<file path="src/rtl/spi_param_scheduler_if.sv">
// spi_param_scheduler_if: parameter-write handshake (addr, data, we from master; ready from slave)
interface spi_param_scheduler_if;
  logic [3:0] param_addr;
  logic [11:0] param_data;
  logic param_we;
  logic param_ready;
  modport master(output param_addr, param_data, param_we, input param_ready);
  modport slave(input param_addr, param_data, param_we, output param_ready);
endinterface

</file>
<file path="src/rtl/spi_param_scheduler.sv">
// spi_param_scheduler: syncs SPI word strobe, decodes [15:12] addr / [11:0] value, issues one parameter write at a time, keeps shadow regs (ports: clock, reset async high, word_in, word_strobe, param handshake if, param_bus, dropped_count, err_count, link_timeout; optional watchdog under PARAM_WATCHDOG_EN)
module spi_param_scheduler #(
  parameter int NUM_REGS = 8,
  parameter int WDOG_CYCLES = 1000000
) (
  input  logic clock,
  input  logic reset,
  input  logic [15:0] word_in,
  input  logic word_strobe,
  spi_param_scheduler_if.master param,
  output logic [NUM_REGS*12-1:0] param_bus,
  output logic [7:0] dropped_count,
  output logic [7:0] err_count,
  output logic link_timeout
);
  typedef enum logic {IDLE, ISSUE} state_t;
  state_t state, state_next;
  logic s1, s2, s3, strobe_edge, valid, accept, hs, wd_fire;
  assign strobe_edge = s2 & ~s3;
  assign valid = {1'b0, word_in[15:12]} < 5'(NUM_REGS);
  assign accept = state == IDLE && strobe_edge && valid;
  assign hs = param.param_we & param.param_ready;
  always_ff @(posedge clock or posedge reset) begin
    if (reset) begin
      {s1, s2, s3} <= 3'b000;
      state <= IDLE;
    end else begin
      {s1, s2, s3} <= {word_strobe, s1, s2};
      state <= state_next;
    end
  end
  always_comb begin
    state_next = state == IDLE ? (accept ? ISSUE : IDLE) : (param.param_ready ? IDLE : ISSUE);
    param.param_we = state == ISSUE;
  end
  // the addr/data outputs are the hold register; never reloaded while a write is pending
  always_ff @(posedge clock or posedge reset) begin
    if (reset) begin
      param.param_addr <= 4'd0;
      param.param_data <= 12'd0;
    end else if (accept) begin
      param.param_addr <= word_in[15:12];
      param.param_data <= word_in[11:0];
    end
  end
  always_ff @(posedge clock or posedge reset) begin
    if (reset) begin
      dropped_count <= 8'd0;
      err_count <= 8'd0;
    end else begin
      if (strobe_edge && state == ISSUE && dropped_count != 8'hff) dropped_count <= dropped_count + 8'd1;
      if (strobe_edge && state == IDLE && !valid && err_count != 8'hff) err_count <= err_count + 8'd1;
    end
  end
  always_ff @(posedge clock or posedge reset) begin
    if (reset) param_bus <= '0;
    else if (wd_fire) param_bus <= '0;
    else if (hs)
      for (int i = 0; i < NUM_REGS; i++)
        if (param.param_addr == 4'(i)) param_bus[i*12+:12] <= param.param_data;
  end
`ifdef PARAM_WATCHDOG_EN
  localparam int WW = $clog2(WDOG_CYCLES + 1);
  logic [WW-1:0] wd_cnt;
  // a handshake in the expiry cycle wins: the write lands and the link stays up
  assign wd_fire = !link_timeout && !hs && wd_cnt == WW'(WDOG_CYCLES - 1);
  always_ff @(posedge clock or posedge reset) begin
    if (reset) begin
      wd_cnt <= '0;
      link_timeout <= 1'b0;
    end else if (hs) begin
      wd_cnt <= '0;
      link_timeout <= 1'b0;
    end else if (!link_timeout) begin
      wd_cnt <= wd_cnt + 1'b1;
      link_timeout <= wd_fire;
    end
  end
`else
  assign wd_fire = 1'b0;
  assign link_timeout = 1'b0;
  if (WDOG_CYCLES < 1) begin : g_wdog_invalid
  end
`endif
endmodule

</file>
<file path="src/flat_wrapper.sv">
// flat-port wrapper written by rule: the top's interface ports become plain ports
module spi_param_scheduler_flat 
#(
  parameter int NUM_REGS = 8,
  parameter int WDOG_CYCLES = 1000000
)
  (clock, reset, word_in, word_strobe, param_bus, dropped_count, err_count, link_timeout, param_param_addr, param_param_data, param_param_we, param_param_ready);
  spi_param_scheduler_if param_i ();
  input  logic clock;
  input  logic reset;
  input  logic [15:0] word_in;
  input  logic word_strobe;
  output logic [NUM_REGS*12-1:0] param_bus;
  output logic [7:0] dropped_count;
  output logic [7:0] err_count;
  output logic link_timeout;
  output wire logic [$bits(param_i.param_addr)-1:0] param_param_addr;
  output wire logic [$bits(param_i.param_data)-1:0] param_param_data;
  output wire logic [$bits(param_i.param_we)-1:0] param_param_we;
  input wire logic [$bits(param_i.param_ready)-1:0] param_param_ready;
  assign param_param_addr = param_i.param_addr;
  assign param_param_data = param_i.param_data;
  assign param_param_we = param_i.param_we;
  assign param_i.param_ready = param_param_ready;
  spi_param_scheduler #(.NUM_REGS(NUM_REGS), .WDOG_CYCLES(WDOG_CYCLES)) u_core (.clock(clock), .reset(reset), .word_in(word_in), .word_strobe(word_strobe), .param(param_i), .param_bus(param_bus), .dropped_count(dropped_count), .err_count(err_count), .link_timeout(link_timeout));
endmodule
</file>
<file path="config.mk">
export PLATFORM = sky130hd
export DESIGN_NAME = spi_param_scheduler_flat
export DESIGN_NICKNAME = d
export VERILOG_FILES = /design/src/rtl/spi_param_scheduler_if.sv /design/src/rtl/spi_param_scheduler.sv /design/src/flat_wrapper.sv
export SDC_FILE = /design/constraint.sdc
export NUM_CORES = 1
export LEC_CHECK = 0
export CAP_MARGIN = 20
export CORE_ASPECT_RATIO = 0.75
export CORE_UTILIZATION = 35
export DETAILED_ROUTE_END_ITERATION = 10
export PLACE_DENSITY_LB_ADDON = 0.08
export REMOVE_ABC_BUFFERS = 1
export SLEW_MARGIN = 15
export SYNTH_ARGS = -nofsm -noshare
export SYNTH_HDL_FRONTEND = slang
export SYNTH_SLANG_ARGS = --single-unit
</file>
<file path="constraint.sdc">
create_clock -name clock -period 7.1 [get_ports clock]
set_input_delay 1.42 -clock clock [delete_from_list [all_inputs] [get_ports clock]]
set_output_delay 1.42 -clock clock [all_outputs]
set_load 0.05 [all_outputs]
</file>
==> metrics.md <==
| Metric | Value |
|---|---|
| Status | `finished, final reports clean` |
| Comb pwr share | `47.7%` |
| Critical Path AT | `1.82 ns` |
| Syn Area/Cell | `15.7 um^2` |
| Tmin final | `3.24 ns` |
| Largest delay share family, worst path | `buffers and inverters` |
| Area delta synth->final | `41.4%` |
| P_int | `2.12 mW` |
| Final setup margin | `3.86 ns` |
| Final TNS setup | `0 ns` |
| Root Driver | `clkbuf_16` |
| IO buf count | `148` |
| Setup Skew | `0.00308 ns` |
| Clock power frac | `20.4%` |
| Period utilization | `45.6%` |
| Met3 WL | `1.11 mm` |
| Vias in the first global route | `3421` |
| Met2 WL | `5.57 mm` |
| Routed Antenna Nets | `0` |
| RePlAce Congestion | `0.755` |
| Gr ovfl total | `0` |
| CP max stage cell | `clkdlybuf4s50_1` |
| Area share of and/or/nand/nor cells after synthesis | `5.74%` |
| Crit-path max FO | `10` |
| CTS buffer count | `17` |
| Htree depth | `4` |
| Fill count | `1285` |
| Cells after Synth | `335` |
| # setup viols final | `0` |
| Req. time, crit path | `5.68 ns` |
| Clk_lat worst skew | `0.41 ns` |
| Register area share after synthesis | `62.9%` |
| I/O pin count | `150` |
| Initial antenna violation count | `0` |
| Via count | `3322` |
| Row cnt | `38` |
| Critical-path cell list | `clkdlybuf4s50_1` |
| Fmax | `0.309 GHz` |
| DP HPWL | `8.62 mm` |
| HP Class | `reg2reg` |
| WS Path Type | `reg2out` |
| Die W | `143 um` |
| TritonRoute pass-1 iters | `4` |
| Total wire length | `12.9 mm` |
| Pre-CTS WS | `3.59 ns` |
| Nets@finish | `514` |
| Post-CTS Hold Buffers | `0` |
| Post-synth EDFFs | `0` |
| CP Buf/Inv Count | `1` |
| Unrepaired setup endpoints after global routing | `false` |
| Crit. End Element | `primary output` |
| Worst path max stage delay | `0.88 ns` |
| CTS tree | `done` |
| Die Y | `108 um` |
| Compound-Gate Fraction of Synth Area | `1.74%` |
| CORE AREA | `14500 um^2` |
| Remaining DRCs | `0` |
| Setup Fix Bufs, Post-CTS | `0` |
| Largest net degree at the start of global routing | `72` |
| CTS sink cnt | `132` |
| Pins Over Slew Limit | `0` |
| Die footprint | `15500 um^2` |
| Routed len/inst | `18.3 um` |
| Initial Utilization | `36.1%` |
| Fin. Hold Viols | `0` |
| Adder-Cell Fraction of Synth Area | `0.476%` |
| Layout cells sized above 1 | `30.7%` |
| Max Used Layer | `met4` |
| Mapped cell area | `5250 um^2` |
| Slew at the pin closest to its max-slew limit | `0.901 ns` |
| First-pass GRT wire length | `19.6 mm` |
| Multiplexer share of the synthesized area | `25.5%` |
| Gates resized, CTS repair | `0` |
| Via/cell ratio | `4.73` |
| Leakage | `3.30 nW` |
| NetSw | `1.66 mW` |
| Worst slew margin | `39.9%` |
| Met1 Wirelength | `6.02 mm` |
| Commonest register cell after synthesis | `dfrtp_1` |
| Largest family of logic cells by synthesized area | `multiplexers` |
| Post-synthesis register bit count | `132` |
| Initial drt markers | `78` |
| Synth Area in XOR/XNOR | `1.00%` |
| Peak VDD IR | `0.000243 V` |
| Netlist cell types | `40` |
| Core Util, Final | `51.1%` |
| GRT Util Overall | `17.5%` |
| Clk buf depth | `2` |
| Power per Cell Area | `509 nW/um^2` |
| ANT cells | `0` |
| Max-cap violation count | `0` |
| Sequential share of power | `31.9%` |
| Clk slew on worst S/H paths | `0.05 ns` |
| Yosys warning count | `0` |
| Crit path launch type | `register` |
| Switching share of power | `44.0%` |
| Fraction of registers with async set/reset | `100%` |
==> sequential cells by signal, indices dropped and copies added (netlist names) <==
| register | flops |
|---|---|
| u_core.s1 | 1 |
| u_core.param.param_data | 12 |
| u_core.param_bus | 96 |
| u_core.err_count | 8 |
| u_core.dropped_count | 8 |
| u_core.param.param_addr | 4 |
| u_core.s3 | 1 |
| u_core.s2 | 1 |
| u_core.param.param_we | 1 |
==> path summary, 6_finish.rpt <==
check	depth (start not counted)	startpoint	endpoint	slack [ns]
worst max-delay path	1	u_core.param.param_data[4]	param_param_data[4]	3.86
worst min-delay path	0	u_core.s1	u_core.s2	0.35
worst max register to register	3	u_core.param.param_we	u_core.param_bus[67]	4.98
worst min register to register	0	u_core.s1	u_core.s2	0.35
max in group asynchronous	3	reset	u_core.param_bus[5]	4.29
min in group asynchronous	2	reset	u_core.err_count[6]	1.45
==> power groups by stage <==
stage / logic [mW] / clock network (mW) / registers [mW]
after CTS: 1.82 / 0.794 / 1.21
after floorplan: 0.273 / 0 / 2.10
after global placement: 1.81 / 0 / 1.21
after detailed placement: 1.81 / 0 / 1.22
final: 1.80 / 0.772 / 1.21
after global routing: 1.87 / 0.821 / 1.25
==> cell usage in the layout (no fill, tap or decap), types with 2 or more instances in the layout <==
master / Yosys / layout
clkdlybuf4s50_1: 0 / 148
nor3b_4: 0 / 2
nand2_1: 6 / 6
xor2_1: 2 / 2
nand4b_1: 2 / 2
a211oi_1: 2 / 2
inv_1: 7 / 6
ha_1: 2 / 2
nand4_1: 2 / 2
a21o_1: 2 / 2
clkbuf_8: 0 / 4
dfrtp_1: 132 / 132
mux2_2: 116 / 116
o21ai_0: 6 / 6
nor3_1: 4 / 4
nor2b_1: 2 / 2
nor2_1: 3 / 2
clkbuf_16: 0 / 17
mux2_1: 2 / 2
clkinv_2: 0 / 4
and3_1: 2 / 2
xnor2_1: 4 / 4
nand3_1: 6 / 6
nand3b_2: 2 / 2
clkbuf_1: 0 / 3
nor4_1: 2 / 2
buf_4: 3 / 2
==> cell families (layout without fill, tap and decap cells) <==
| kind of cell | count (synthesis) | after routing |
|---|---|---|
| DFF | 132 | 132 |
| muxes | 119 | 119 |
| and+or+nand+nor | 42 | 42 |
| buffers and inverters | 19 | 186 |
| AOI/OAI and AO/OA | 14 | 14 |
| xor gates and xnor gates | 6 | 6 |
| adders and majority gates | 2 | 2 |
| other | 1 | 1 |
==> Yosys cell counts, types with 2 or more instances <==
cell type,count,area share (%)
buf_6,7,1.5
a21o_1,2,0.29
and3_1,2,0.24
nand4_1,2,0.24
nor2_1,3,0.21
xor2_1,2,0.33
nor2b_1,2,0.24
xnor2_1,4,0.67
nor3b_2,2,0.48
a211oi_1,2,0.29
mux2_2,116,25
mux2_1,2,0.43
nor3_1,4,0.38
nand2_1,6,0.43
nand3_1,6,0.57
nor4_1,2,0.24
o21ai_0,6,0.57
ha_1,2,0.48
inv_1,7,0.50
dfrtp_1,132,63
nand4b_1,2,0.33
buf_4,3,0.43
nand3b_2,2,0.43
==> per-layer routing <==
metal / track usage (%) / vias to the layer above
li1: - / 1514
met1: 23.3 / 1693
met2: 25.5 / 99
met3: 7.04 / 16
met4: 7.07 / 0
met5: 0 / -
==> final cells by class <==
class                   count  area, um^2  share of cell area, %
flip-flops and latches    132        3300                   44.5
multi-input cells         184        1830                   24.6
repair buffers            150        1500                   20.1
clock buffers              24         492                   6.62
well taps                 200         250                   3.37
inverters                   7        31.3                  0.421
clock inverters             5        27.5                  0.371
==> worst reg2reg max path, cell delays in order (launching register included) <==
cell and delay [ns]:
dfrtp_1 0.52, nand4b_1 0.35, nor3b_4 0.72, mux2_2 0.41
==> through the flow <==
stage                     hold WS, ns  instance area, um^2  total power [mW]  instances
final                           0.347                 7430              3.78        702
after global routing            0.357                 7430              3.94        702
after CTS                       0.349                 7430              3.82        702
after detailed placement        0.337                 6910              3.03        673
after global placement          0.336                 6910              3.02        673
after floorplan                 0.331                 5140              2.37        323
Power figures use the tool's default switching activity.
